[src/rtl/multi_recv_controller_if.sv]
// Bus bundle between the command controller and its UART / receiver-channel neighbours.
//   rx_out/rx_over          : byte and ready flag from uart_rx
//   recv_in/recv_write      : per-channel data bytes and strobes
//   tx_in/tx_write          : byte and write strobe to uart_tx
//   recv_en/recv_rst_n/level: per-channel enable, active-low reset, judge level
//   scode/scode_rdy         : last executed opcode (0xFF on NAK) and its update pulse
interface multi_recv_controller_if #(
  parameter int unsigned NCH = 4
);
  logic [7:0]       rx_out;
  logic             rx_over;
  logic [8*NCH-1:0] recv_in;
  logic [NCH-1:0]   recv_write;
  logic [7:0]       tx_in;
  logic             tx_write;
  logic [NCH-1:0]   recv_en;
  logic [NCH-1:0]   recv_rst_n;
  logic [8*NCH-1:0] level;
  logic [7:0]       scode;
  logic             scode_rdy;

  // Controller side
  modport master (
    input  rx_out, rx_over, recv_in, recv_write,
    output tx_in, tx_write, recv_en, recv_rst_n, level, scode, scode_rdy
  );

  // Environment side (UART and channels)
  modport slave (
    output rx_out, rx_over, recv_in, recv_write,
    input  tx_in, tx_write, recv_en, recv_rst_n, level, scode, scode_rdy
  );
endinterface

[src/rtl/multi_recv_controller.sv]
// UART command controller for NCH receiver channels: parses commands from RX, drives
// per-channel enable/reset/level, sends ACK/NAK/status replies, and otherwise passes the
// selected channel's data through to TX.
//   clk, rst : system clock, synchronous active-high reset
//   bus      : multi_recv_controller_if.master (UART and channel signals)
module multi_recv_controller #(
  parameter int unsigned NCH       = 4,
  parameter int unsigned LEVEL_RST = 127,
  parameter int unsigned GAP       = 10000,
  parameter int unsigned TIMEOUT   = 100000,
  parameter int unsigned RST_CYC   = 4
) (
  input  logic                   clk,
  input  logic                   rst,
  multi_recv_controller_if.master bus
);

  localparam int unsigned CW  = $clog2(TIMEOUT + GAP + 1);
  localparam int unsigned IW  = $clog2(NCH + 2);
  localparam int unsigned RW  = $clog2(RST_CYC + 1);
  localparam int unsigned CHW = (NCH > 1) ? $clog2(NCH) : 1;

  typedef enum logic [2:0] {S_IDLE, S_ARG1, S_ARG2, S_EXEC, S_REPLY, S_GAP} state_e;

  state_e           state_q, state_d;
  logic [7:0]       op_q, op_d, arg1_q, arg1_d, arg2_q, arg2_d;
  logic             tmo_q, tmo_d;
  logic [CW-1:0]    cnt_q, cnt_d;
  logic [IW-1:0]    idx_q, idx_d, nbytes_q, nbytes_d, nxt_idx;
  logic [7:0]       tx_in_q, tx_in_d;
  logic [NCH-1:0]   en_q, en_d, rst_n_q, rst_n_d, trig;
  logic [8*NCH-1:0] level_q, level_d;
  logic [CHW-1:0]   sel_q, sel_d;
  logic             silence_q, silence_d;
  logic [7:0]       scode_q, scode_d;
  logic             scode_rdy_q, scode_rdy_d;
  logic             rx_over_q;
  logic [RW-1:0]    rst_cnt_q [NCH];
  logic [RW-1:0]    rst_cnt_d [NCH];
  logic             byte_c, ch_ok, nak, owned_c;
  logic [7:0]       stat_byte, chan_data;

  assign byte_c = bus.rx_over & ~rx_over_q;
  assign ch_ok  = (arg1_q < 8'(NCH));

  // State and datapath registers
  always_ff @(posedge clk) begin
    if (rst) begin
      state_q     <= S_IDLE;
      op_q        <= '0;
      arg1_q      <= '0;
      arg2_q      <= '0;
      tmo_q       <= 1'b0;
      cnt_q       <= '0;
      idx_q       <= '0;
      nbytes_q    <= '0;
      tx_in_q     <= '0;
      en_q        <= '0;
      rst_n_q     <= '1;
      level_q     <= {NCH{8'(LEVEL_RST)}};
      sel_q       <= '0;
      silence_q   <= 1'b0;
      scode_q     <= '0;
      scode_rdy_q <= 1'b0;
      rx_over_q   <= 1'b0;
      for (int k = 0; k < NCH; k++) rst_cnt_q[k] <= '0;
    end else begin
      state_q     <= state_d;
      op_q        <= op_d;
      arg1_q      <= arg1_d;
      arg2_q      <= arg2_d;
      tmo_q       <= tmo_d;
      cnt_q       <= cnt_d;
      idx_q       <= idx_d;
      nbytes_q    <= nbytes_d;
      tx_in_q     <= tx_in_d;
      en_q        <= en_d;
      rst_n_q     <= rst_n_d;
      level_q     <= level_d;
      sel_q       <= sel_d;
      silence_q   <= silence_d;
      scode_q     <= scode_d;
      scode_rdy_q <= scode_rdy_d;
      rx_over_q   <= bus.rx_over;
      for (int k = 0; k < NCH; k++) rst_cnt_q[k] <= rst_cnt_d[k];
    end
  end

  // Next status-reply byte: index 0 is the enable mask, index k+1 is level[k]
  always_comb begin
    nxt_idx   = idx_q + IW'(1);
    stat_byte = 8'(en_q);
    for (int k = 0; k < NCH; k++)
      if (nxt_idx == IW'(k + 1)) stat_byte = level_q[8*k +: 8];
  end

  // Command FSM: next state, command effects and reply sequencing
  always_comb begin
    state_d     = state_q;
    op_d        = op_q;
    arg1_d      = arg1_q;
    arg2_d      = arg2_q;
    tmo_d       = tmo_q;
    cnt_d       = cnt_q;
    idx_d       = idx_q;
    nbytes_d    = nbytes_q;
    tx_in_d     = tx_in_q;
    en_d        = en_q;
    level_d     = level_q;
    sel_d       = sel_q;
    silence_d   = silence_q;
    scode_d     = scode_q;
    scode_rdy_d = 1'b0;
    trig        = '0;
    nak         = 1'b0;

    case (state_q)
      S_IDLE: begin
        if (byte_c) begin
          op_d  = bus.rx_out;
          tmo_d = 1'b0;
          cnt_d = '0;
          case (bus.rx_out)
            8'h01, 8'h02, 8'h03, 8'h05, 8'h06, 8'h07: state_d = S_ARG1;
            default:                                  state_d = S_EXEC;
          endcase
        end
      end
      S_ARG1, S_ARG2: begin
        if (byte_c) begin
          cnt_d = '0;
          if (state_q == S_ARG1) begin
            arg1_d  = bus.rx_out;
            state_d = (op_q == 8'h06) ? S_ARG2 : S_EXEC;
          end else begin
            arg2_d  = bus.rx_out;
            state_d = S_EXEC;
          end
        end else if (cnt_q == CW'(TIMEOUT)) begin
          tmo_d   = 1'b1;
          state_d = S_EXEC;
        end else begin
          cnt_d = cnt_q + CW'(1);
        end
      end
      S_EXEC: begin
        nak = tmo_q;
        if (!tmo_q) begin
          case (op_q)
            8'h01: begin
              nak = ~ch_ok;
              for (int k = 0; k < NCH; k++) if (ch_ok && arg1_q == 8'(k)) trig[k] = 1'b1;
            end
            8'h02, 8'h03: begin
              nak = ~ch_ok;
              for (int k = 0; k < NCH; k++)
                if (ch_ok && arg1_q == 8'(k)) en_d[k] = (op_q == 8'h02);
            end
            8'h04: ;
            8'h05: silence_d = arg1_q[0];
            8'h06: begin
              nak = ~ch_ok;
              for (int k = 0; k < NCH; k++)
                if (ch_ok && arg1_q == 8'(k)) level_d[8*k +: 8] = arg2_q;
            end
            8'h07: begin
              nak = ~ch_ok;
              if (ch_ok) sel_d = arg1_q[CHW-1:0];
            end
            default: nak = 1'b1;
          endcase
        end
        scode_rdy_d = 1'b1;
        idx_d       = '0;
        nbytes_d    = IW'(1);
        if (nak) begin
          scode_d = 8'hFF;
          tx_in_d = 8'h02;
        end else if (op_q == 8'h04) begin
          scode_d  = op_q;
          tx_in_d  = 8'(en_q);
          nbytes_d = IW'(NCH + 1);
        end else begin
          scode_d = op_q;
          tx_in_d = 8'h01;
        end
        state_d = S_REPLY;
      end
      S_REPLY: begin
        cnt_d   = '0;
        state_d = S_GAP;
      end
      S_GAP: begin
        cnt_d = cnt_q + CW'(1);
        // GAP-1 idle cycles plus the REPLY cycle spaces strobes exactly GAP apart
        if (nxt_idx < nbytes_q) begin
          if (cnt_q == CW'(GAP - 2)) begin
            idx_d   = nxt_idx;
            tx_in_d = stat_byte;
            state_d = S_REPLY;
          end
        end else if (cnt_q == CW'(GAP - 1)) begin
          state_d = S_IDLE;
        end
      end
      default: state_d = S_IDLE;
    endcase

    // Per-channel reset pulse counters; a new trigger restarts the count
    for (int k = 0; k < NCH; k++) begin
      if (trig[k])                rst_cnt_d[k] = RW'(RST_CYC);
      else if (rst_cnt_q[k] != 0) rst_cnt_d[k] = rst_cnt_q[k] - RW'(1);
      else                        rst_cnt_d[k] = '0;
      rst_n_d[k] = (rst_cnt_d[k] == '0);
    end
  end

  // Selected channel for pass-through
  always_comb begin
    chan_data = bus.recv_in[7:0];
    for (int k = 0; k < NCH; k++)
      if (sel_q == CHW'(k)) chan_data = bus.recv_in[8*k +: 8];
  end

  // Controller owns TX from the opcode byte until it is back in IDLE
  assign owned_c = (state_q != S_IDLE) | byte_c;

  assign bus.tx_in      = owned_c ? tx_in_q : chan_data;
  assign bus.tx_write   = owned_c ? (state_q == S_REPLY)
                                  : (bus.recv_write[sel_q] & ~silence_q);
  assign bus.recv_en    = en_q;
  assign bus.recv_rst_n = rst_n_q;
  assign bus.level      = level_q;
  assign bus.scode      = scode_q;
  assign bus.scode_rdy  = scode_rdy_q;

endmodule

[src/flat_wrapper.sv]
// flat-port wrapper written by rule: the top's interface ports become plain ports
module multi_recv_controller_flat 
#(
  parameter int unsigned NCH       = 4,
  parameter int unsigned LEVEL_RST = 127,
  parameter int unsigned GAP       = 10000,
  parameter int unsigned TIMEOUT   = 100000,
  parameter int unsigned RST_CYC   = 4
)
  (clk, rst, bus_rx_out, bus_rx_over, bus_recv_in, bus_recv_write, bus_tx_in, bus_tx_write, bus_recv_en, bus_recv_rst_n, bus_level, bus_scode, bus_scode_rdy);
  multi_recv_controller_if #(.NCH(NCH)) bus_i ();
  input  logic clk;
  input  logic rst;
  input wire logic [$bits(bus_i.rx_out)-1:0] bus_rx_out;
  input wire logic [$bits(bus_i.rx_over)-1:0] bus_rx_over;
  input wire logic [$bits(bus_i.recv_in)-1:0] bus_recv_in;
  input wire logic [$bits(bus_i.recv_write)-1:0] bus_recv_write;
  output wire logic [$bits(bus_i.tx_in)-1:0] bus_tx_in;
  output wire logic [$bits(bus_i.tx_write)-1:0] bus_tx_write;
  output wire logic [$bits(bus_i.recv_en)-1:0] bus_recv_en;
  output wire logic [$bits(bus_i.recv_rst_n)-1:0] bus_recv_rst_n;
  output wire logic [$bits(bus_i.level)-1:0] bus_level;
  output wire logic [$bits(bus_i.scode)-1:0] bus_scode;
  output wire logic [$bits(bus_i.scode_rdy)-1:0] bus_scode_rdy;
  assign bus_i.rx_out = bus_rx_out;
  assign bus_i.rx_over = bus_rx_over;
  assign bus_i.recv_in = bus_recv_in;
  assign bus_i.recv_write = bus_recv_write;
  assign bus_tx_in = bus_i.tx_in;
  assign bus_tx_write = bus_i.tx_write;
  assign bus_recv_en = bus_i.recv_en;
  assign bus_recv_rst_n = bus_i.recv_rst_n;
  assign bus_level = bus_i.level;
  assign bus_scode = bus_i.scode;
  assign bus_scode_rdy = bus_i.scode_rdy;
  multi_recv_controller #(.NCH(NCH), .LEVEL_RST(LEVEL_RST), .GAP(GAP), .TIMEOUT(TIMEOUT), .RST_CYC(RST_CYC)) u_core (.clk(clk), .rst(rst), .bus(bus_i));
endmodule
[config.mk]
export PLATFORM = sky130hd
export DESIGN_NAME = multi_recv_controller_flat
export DESIGN_NICKNAME = d
export VERILOG_FILES = /design/src/rtl/multi_recv_controller_if.sv /design/src/rtl/multi_recv_controller.sv /design/src/flat_wrapper.sv
export SDC_FILE = /design/constraint.sdc
export NUM_CORES = 1
export LEC_CHECK = 0
export ABC_CLOCK_PERIOD_IN_PS = 2550
export CAP_MARGIN = 20
export CORE_AREA = 2 2 116 118
export DETAILED_ROUTE_END_ITERATION = 10
export DIE_AREA = 0 0 118 120
export GPL_TIMING_DRIVEN = 0
export PLACE_DENSITY = 0.76
export SYNTH_ARGS = -nofsm -noshare
export SYNTH_HDL_FRONTEND = slang
export SYNTH_SLANG_ARGS = --single-unit
[constraint.sdc]
create_clock -name clk -period 2.55 [get_ports clk]
set_clock_uncertainty 0.05 [all_clocks]
set_input_delay 0.765 -clock clk [delete_from_list [all_inputs] [get_ports clk]]
set_output_delay 0.765 -clock clk [all_outputs]
set_load 0.005 [all_outputs]
# Word level (Yosys, flattened, before mapping)
# Memory sizes are Yosys's and may differ from the RTL's.
# Cells that the tools add are included.
# totals
regBits,112
latch_bits,0
ramBits,12
rom_bits,0
in_bits,47
output_inout_bits,58
word_cells,191
n_memories,1
# classes
add_sub_neg,6
multipliers,0
n_div,0
order_cmp,3
eq_ne,40
shifts,0
n_mux,66
n_bitwise,12
n_reduce_logical,40
# mem_list
memory,words,width,rd,rd_ports_with_merged_regs,wr,line,source
u_core.rst_cnt_q,4,3,4,0,4,multi_recv_controller.sv:38,logic [RW-1:0] rst_cnt_q [NCH];
# op_table
cell,n
$mux W8,12
$mux W3,23
$pmux W17 S4,1
$eq A8 B3 Y1 const B,7
$mux W17,3
$eq A8 B2 Y1 const B,6
$reduce_and A4 Y1,11
$eq A17 B14 Y1 const B,2
$eq A8 B1 Y1 const B,3
$add A17 B1 Y17 const B,1
$eq A17 B17 Y1 const B,1
$mux W1,16
$mux W4,4
$pmux W8 S2,1
$logic_not A3 Y1,5
$pmux W3 S5,1
$reduce_and A3 Y1,5
$reduce_bool A3 Y1,5
$eq A3 B2 Y1 const B,4
$sub A3 B1 Y3 const B,4
$eq A3 B3 Y1 const B,3
$logic_not A8 Y1,1
$lt A8 B3 Y1 const B,1
$ne A2 B1 Y1 const B,4
24 further kinds,43

# Logic depth before layout (Yosys ltp)
# Gate-level depths: netlist of run 1.
# depth
depth_word,9
mapped_depth,9
mapped_depth_nobuf,8

# Worst setup path before layout of run 1
# Ideal clock, no wire load.
# synth_timing
kind,input-to-output
startpoint,input bus_rx_over
endpoint,output bus_tx_in[4]
arrival_time_ns,1.741
t_required_ns,1.735
path_slack_ns,-0.006
stages,4
path_buffers,1
path_cell_list,nor2b_1 -> clkbuf_1 -> nor3_2 -> mux2_2
# synth_between
elab_chain_cells,3
# synth_lines
item,line,source
"start, declared",flat_wrapper.sv:15,input wire logic [$bits(bus_i.rx_over)-1:0] bus_rx_over;
$and A1 B1 Y1,multi_recv_controller.sv:43,assign byte_c = bus.rx_over & ~rx_over_q;
$or A1 B1 Y1,multi_recv_controller.sv:226,assign owned_c = (state_q != S_IDLE) | byte_c;
$mux W8,multi_recv_controller.sv:228,assign bus.tx_in = owned_c ? tx_in_q : chan_data;
"end, declared",flat_wrapper.sv:18,output wire logic [$bits(bus_i.tx_in)-1:0] bus_tx_in;
# No other way between the ends.

# Worst setup path in the final report of run 1
# layout_timing
startpoint,register u_core.state_q[0]
endpoint,output bus_tx_in[7]
# layout_between
elab_chain_cells,3
# layout_lines
item,line,source
"start, declared",multi_recv_controller.sv:25,"state_e state_q, state_d;"
"start signal, assigned",multi_recv_controller.sv:68,state_q <= state_d;
$reduce_bool A3 Y1,multi_recv_controller.sv:226,
$or A1 B1 Y1,multi_recv_controller.sv:226,
$mux W8,multi_recv_controller.sv:228,
# No other way between the ends.

==> results of run 1 <==
-- metal layers --
metal	wire [microns]	global-route usage	vias up
met2	8470	0.420	192
met3	1150	0.0708	40
met5	0	0	-
li1	-	-	2733
met1	8000	0.339	2818
met4	391	0.0956	0
-- layout make-up --
type                            count  area share
Inverter                           28      0.0128
Buffer                             33      0.0223
Sequential cell                   123       0.301
Clock inverter                      7      0.0137
Tap cell                          176      0.0267
Multi-Input combinational cell    487       0.418
Timing Repair Buffer              126       0.146
Clock buffer                       24      0.0597
-- worst paths after layout --
check,startpoint,end,slack [ns]
max,u_core.state_q[0],bus_tx_in[7],-0.16
min,u_core.bus.scode[5],u_core.bus.scode[5],0.42
max reg2reg,u_core.idx_q[0],u_core.tx_in_q[3],0.03
min reg2reg,u_core.bus.scode[5],u_core.bus.scode[5],0.42
-- worst max-delay path, cell delays in order, from the launching register on --
cell and delay (ns):
sky130_fd_sc_hd__dfxtp_4 0.36, sky130_fd_sc_hd__or2_4 0.27, sky130_fd_sc_hd__nor3_4 0.20, sky130_fd_sc_hd__buf_12 0.13, sky130_fd_sc_hd__buf_8 0.10, sky130_fd_sc_hd__mux2_4 0.29, sky130_fd_sc_hd__buf_6 0.12
-- timing repair --
| action | CTS | global route |
|---|---|---|
| pin swaps | 9 | 10 |
| setup endpoints to repair | 30 | 42 |
| gates cloned | 0 | 0 |
| setup buffers | 10 | 12 |
| gates resized for setup | 115 | 27 |
-- through the flow --
step,power [mW],util,hold slack [ns],TNS (ns),setup slack (ns)
2_1_floorplan,2.92,-,0.384,0,0.0675
3_3_place_gp,3.38,0.568,0.396,-27.56,-1.09
3_5_place_dp,3.40,0.568,0.408,-32.15,-1.10
4_1_cts,5.97,0.623,0.416,-1.06,-0.237
5_1_grt,6.27,0.634,0.443,-1.30,-0.223
6_report,6.02,0.634,0.419,-0.731,-0.163
-- sequential cells by signal, indices dropped and copies added (netlist names) --
register               count
u_core.rx_over_q           1
u_core.tmo_q               1
u_core.idx_q               3
u_core.bus.recv_rst_n      4
u_core.state_q             3
u_core.rst_cnt_q          12
u_core.op_q                8
u_core.bus.level          32
u_core.sel_q               2
u_core.bus.scode           8
u_core.silence_q           1
u_core.bus.scode_rdy       1
u_core.bus.recv_en         4
u_core.nbytes_q            2
u_core.arg1_q              8
u_core.arg2_q              8
u_core.tx_in_q             8
u_core.cnt_q              17
-- where the power goes --
part,leakage (nW),internal [mW],switching [mW]
clock network,0.296,1.63,0.838
registers,1.00,2.05,0.127
logic,1.95,0.663,0.715
total,3.24,4.34,1.68
-- cell usage after synthesis (all sizes together), types with 3 or more instances --
master | number | area (sq um)
mux2 | 4 | 45.0
a211o | 3 | 26.3
or3 | 5 | 32.5
inv | 28 | 105
nor2 | 79 | 297
a21o | 7 | 52.6
dfxtp | 123 | 2460
nor4 | 15 | 121
clkbuf | 33 | 165
xnor2 | 4 | 35.0
nand4 | 17 | 106
nand2b | 6 | 37.5
a211oi | 15 | 113
o31ai | 5 | 37.5
xor2 | 8 | 70.1
nor3 | 8 | 56.3
or4 | 5 | 45.0
mux4 | 9 | 203
ha | 17 | 213
buf | 6 | 26.3
o21a | 6 | 45.0
nand3b | 4 | 33.8
o211ai | 7 | 52.6
a21oi | 27 | 135
or2 | 3 | 18.8
nor3b | 6 | 45.0
nand3 | 22 | 115
nor2b | 12 | 75.1
and3 | 6 | 38.8
nand2 | 69 | 259
o311a | 4 | 40.0
o21ai | 22 | 110
o41ai | 5 | 43.8
mux2i | 49 | 490
a32oi | 5 | 43.8
a31oi | 5 | 46.3
-- cell families (layout without fill, tap and decap cells) --
kind of cell / Yosys count / count (layout) / synth area share
XOR/XNOR: 12 / 12 / 0.0172
AO/OA/AOI/OAI: 124 / 124 / 0.141
buffers and inverters: 68 / 218 / 0.0504
AND/OR/NAND/NOR: 272 / 272 / 0.232
flip-flops: 123 / 123 / 0.403
adder cells (fa/ha/maj): 17 / 17 / 0.0348
multiplexers: 62 / 62 / 0.121
==> impl_summary.md, run 1 <==
Outcome
The flow ran to the end, but the final reports show violations. The final reports fail on negative setup slack.

Synth
The post-synth net total is about 740. The number of distinct library cell variants in the gate-level netlist after synthesis is between 70 and 80. After synthesis the cells add up to around 0.0061 sq mm.

The share of the Yosys chip area taken by registers is 0.403. The number of enable-type register cells in the synthesized netlist is 0. Yosys printed 0 warnings. The flip-flop and latch count after synthesis is between 100 and 150. In the synthesized netlist the async set-or-reset flop fraction comes to 0.

In this run the mean area of a mapped cell was about 9 sq um. The leading register cell type out of synthesis is sky130_fd_sc_hd__dfxtp_1. The cell count after synthesis is around 680.

Global routing
Summed over all layers, the global routing overflow is 0. The number of antenna violations at the first check in global routing is 0. The first global-routing pass estimated a little under 30000 microns of wire. Entering global routing, the biggest net connects 17 pins. The via count of the first global-routing pass is around 5600. In the global route stage, overall resource usage came out at 0.262.

Die
The horizontal die dimension is roughly 120 microns. The count of pins on the block boundary is 105. The number of placement rows is 42. The floorplan die height is about 120 microns.

The die covers between 0.01 and 0.015 sq mm. The core footprint is approximately 0.013 sq mm. The initial core utilization is 0.470.

Clocking
TritonCTS built the clock tree. In this run, post-CTS hold repair placed 0 buffers. The number of H-tree levels is 4.

The cell at the root of the clock tree is sky130_fd_sc_hd__clkbuf_16. The latest clock arrival within the worst-skew pair is between 0.4 and 0.5 ns. The number of buffers created by CTS is 17. The maximum buffer depth of the clock tree is 2. Counting every sink on the clock net gives roughly 120. The register clock-pin slew on the reported worst setup and hold paths is approximately 0.05 ns.

Final layout
The post-route cell area is roughly 0.008 sq mm. Leaving out fill and tap cells, the most frequent cells in the layout are 116 x sky130_fd_sc_hd__dfxtp_1, 78 x sky130_fd_sc_hd__nor2_1, 68 x sky130_fd_sc_hd__nand2_1, 58 x sky130_fd_sc_hd__clkdlybuf4s50_1, 49 x sky130_fd_sc_hd__mux2i_1. At the end of the flow, the number of nets in the layout was 880. The area growth from synthesis to layout is 34.9%. The area used by multi-input combinational logic is 0.00344 sq mm.

After the flow finishes, the layout carries non-filler instances totaling 1004. The number of antenna diodes in the final layout is 0. Of the cells placed in the final design, the portion with a size suffix greater than 1 is 0.150. Fill cells in the final layout number about 1100. The library cell used most frequently in the layout, excluding fill and tap cells, is sky130_fd_sc_hd__dfxtp_1. Registers take roughly 0.0025 sq mm.

Drt
The number of routed nets with antenna violations is 0. The first detailed-routing pass ran for 5 iterations. The final layout contains routed wiring with a total length of ~18000 microns. The residual DRC count is 0. In the final routed layout, each cell accounts on average for roughly 18 microns.

In this run, the number of DRC markers left after iteration 0 of detailed routing was 520. The per-cell via count in the routed design is about 5.8. Detailed routing inserted a total of ~5800 vias.

Setup path
Along the worst path, the maximum fanout reaches 5. The critical path is of the flip-flop to output pin type. The cell depth of the worst flop-to-flop path is 9. STA puts the critical path data required time at 1.74 ns. The data arrival at the endpoint of the critical path is 1.90 ns. STA classifies the critical path endpoint as an output pin.

The launching element type of the critical path is a flip-flop.

Place
The routability congestion estimate from global placement is 0.963. The post-place instance area is between 0.007 and 0.008 sq mm. The detailed placement HPWL is 13200 microns. Buffers placed on the I/O ports in this run total approximately 100.

The placed cell count is ~960.

STA
The max-slew violation total from the final report came to 0. Headroom to the max-slew limit came out at 0.463. The routed design could run at a clock period as short as 2.71 ns. The slack of the critical path is -0.163 ns. Setup repair after global routing could not meet its margin everywhere. The slew of the pin with the lowest slew margin is ~0.8 ns. The final hold violation count is 0. The maximum operating frequency is 0.369 GHz. The final count of negative-setup-slack endpoints is 8. In the finished design, the share of the clock period the worst path needs comes to 1.06.

Power
The power density over the cells is between 700 and 800 mW/mm^2. Across the VDD grid, the largest voltage drop is ~580 uV. The static leakage is about 3.2 nW.

Run
The total of max-cap violations is 0.

Min path
Along the worst hold path, the cell count comes to 1. The type of the tightest min-delay check is flip-flop to flip-flop.
No activity file was read; power rests on OpenSTA's default activity.
==> inputs of run 2 (changes only) <==
- SETUP_SLACK_MARGIN: default -> 0.5
==> impl_summary.md, run 2 (synthesized netlist as in run 1, its figures left out) <==
STA
The maximum operating frequency is ~0.36 GHz. Headroom to the max-slew limit came out at 0.570. For the pin with the worst max-slew slack, the measured transition is around 0.64 ns.

Dividing the final minimum period by the clock period gives 1.08. Adding up every negative setup slack in the final design gives -1.37 ns. Setup repair after global routing could not meet its margin everywhere. The final hold violation count is 0. The max-slew violation total from the final report was 0. The post-layout minimum cycle time is 2.76 ns. The slack of the critical path is -0.213 ns. Setup violations remaining at the end of the flow were counted as 9.

Die
The die outline area is ~0.014 sq mm. The die is ~120 microns tall. The floorplan step set the die width to 118 microns. For this configuration, the core starts out at a cell density of 0.470. Pin placement for this block handled ~110 I/O pins. The core region is 0.0130 sq mm.

Row generation in the floorplan step produced 42 rows.

Setup path
The launching element type of the critical path is an input port. The worst register-to-register path has a setup slack of about 0.19 ns. The data arrival at the endpoint of the critical path is roughly 2.0 ns. In this run the critical register-to-register path is launched from u_core.state_q[1]. The category of the worst setup path capture point is an output pin. The critical path required time is around 1.7 ns. In this run the critical register-to-register path is captured at u_core.state_q[0]. Of all nets on the critical path, the largest fanout is 4. The critical path class is input port to output pin.

The worst register-to-register path has a depth of 7.

Drt
The total via count after detailed routing is slightly above 6000. The detail route stage leaves a number of antenna-violating nets equal to 0. The total detailed-routing wirelength is a little over 20000 microns.

The number of optimization iterations in the first detailed-route pass is 6. In this run, the number of DRC markers left after iteration 0 of detailed routing was 505. The post-detailed-route wirelength per cell is approximately 19 microns. In the routed design, unresolved DRC markers number 0. The per-cell via count in the routed design is 5.88.

Clocking
The maximum buffer depth of the clock tree is 2. In this run the clock root is driven by a sky130_fd_sc_hd__clkbuf_16. Clock tree synthesis found a total of ~120 sinks. The number of hold buffers added after CTS was 0. TritonCTS created 17 clock buffers. After clock tree synthesis, the clock-pin slew on the worst setup and hold paths is about 0.06 ns. CTS built an H-tree with a depth of 4.

The clock tree from TritonCTS is yes. The clock reaches the later pin of the worst-skew pair after between 0.4 and 0.5 ns.

Outcome
The run finished, with violations left. The final reports fail on negative setup slack.

Power
The static leakage is around 3.7 nW. VDD sags by at most ~560 uV. The power density over the cells is ~700 mW/mm^2.

Global routing
The total overflow left after global routing is 0. Entering global routing, the biggest net connects 17 pins. The combined global-route utilization of all metal layers is 0.275. The number of antenna violations at the first check in global routing is 0. The wire length of the first global-routing pass is between 30000 and 40000 microns. The via count of the first global-routing pass is roughly 6000.

Min path
The type of the tightest min-delay check is flip-flop to flip-flop. The cell depth of the worst min-delay path is 2. In this run the most critical hold path is launched from u_core.tmo_q. The worst hold endpoint is u_core.tmo_q.

Final layout
The finished layout holds about 1100 standard cells, fillers aside. Compared with the post-synthesis result, the final layout area differs by 49.9%. The register with the most flip-flops in the layout has 32 of them. The ratio of cells with drive above 1 in the final layout is 0.325.

The library cell used most frequently in the layout, excluding fill and tap cells, is sky130_fd_sc_hd__dfxtp_1. Leaving out fill and tap cells, the most frequent cells in the layout are 84 x sky130_fd_sc_hd__dfxtp_1, 71 x sky130_fd_sc_hd__nor2_1, 70 x sky130_fd_sc_hd__dlygate4sd2_1, 64 x sky130_fd_sc_hd__nand2_1, 52 x sky130_fd_sc_hd__buf_4. After filler insertion, the fill cell instance count of the layout stands at just over 900.

The repair_antennas step left the layout with diodes totalling 0. For this run, the post-layout net count is between 900 and 1000.

Place
Input and output buffers added on the ports amount to approximately 100. The routability congestion estimate from global placement is between 0.9 and 1. In this run, placement finished with an instance count of approximately 960. The detailed placement HPWL is 12800 microns.

Run
The tool flagged a number of max-cap violations equal to 0.
-- run 2: critical path, cell delays in order --
cell and delay [ns]:
sky130_fd_sc_hd__buf_8 0.10, sky130_fd_sc_hd__nor2b_1 0.12, sky130_fd_sc_hd__buf_4 0.15, sky130_fd_sc_hd__nor3_4 0.16, sky130_fd_sc_hd__buf_6 0.14, sky130_fd_sc_hd__buf_6 0.10
sky130_fd_sc_hd__mux2_4 0.29, sky130_fd_sc_hd__buf_6 0.11
-- run 2: area by class of cell --
type | count | area (sq um) | share of cell area
buffer | 40 | 323 | 0.0353
clock buffer | 19 | 453 | 0.0495
clock inverter | 13 | 143 | 0.0156
inverter | 28 | 105 | 0.0115
multi-input combinational | 487 | 3860 | 0.421
sequential | 123 | 2530 | 0.276
tap | 176 | 220 | 0.0241
timing repair buffer | 171 | 1530 | 0.167
-- run 2: repair_timing --
item	CTS	global route
setup buffers	42	21
gates cloned	3	1
gates resized for setup	272	68
hold endpoints to repair	0	0
pin swaps	44	45
endpoints found under the setup margin	169	70
-- run 2: worst max-delay path by stage --
stage	start	endpoint	cells after the start
floorplan	bus_rx_over	bus_tx_in[4]	4
global placement	bus_rx_over	bus_tx_in[6]	6
detailed placement	bus_rx_over	bus_tx_in[5]	6
CTS	bus_rx_over	bus_tx_in[4]	8
global route	bus_rx_over	bus_tx_in[4]	8
finish	bus_rx_over	bus_tx_in[4]	8
-- run 2: per-stage QoR --
step                setup slack, ns  utilization  hold WS [ns]  instance area (sq um)  total power, mW
global placement             -0.973        0.575         0.397                   7460             3.38
finish                       -0.213        0.705         0.413                   9150             6.41
detailed placement           -0.993        0.575         0.399                   7460             3.40
global route                 -0.253        0.705         0.435                   9150             6.62
floorplan                    0.0957            -         0.384                   6200             2.95
CTS                          -0.211        0.674         0.408                   8750             6.09
-- run 2: per-layer routing --
layer	GRT usage	up-vias	part of all wire
li1	-	2824	-
met1	0.335	3002	0.40
met2	0.472	337	0.50
met3	0.0751	54	0.089
met4	0.0926	0	0.020
met5	0	-	0
-- run 2: power breakdown --
part           switching [mW]  internal, mW  total, mW
sequential              0.115          2.04       2.16
clock                   0.924          1.49       2.41
combinational           0.942         0.891       1.83
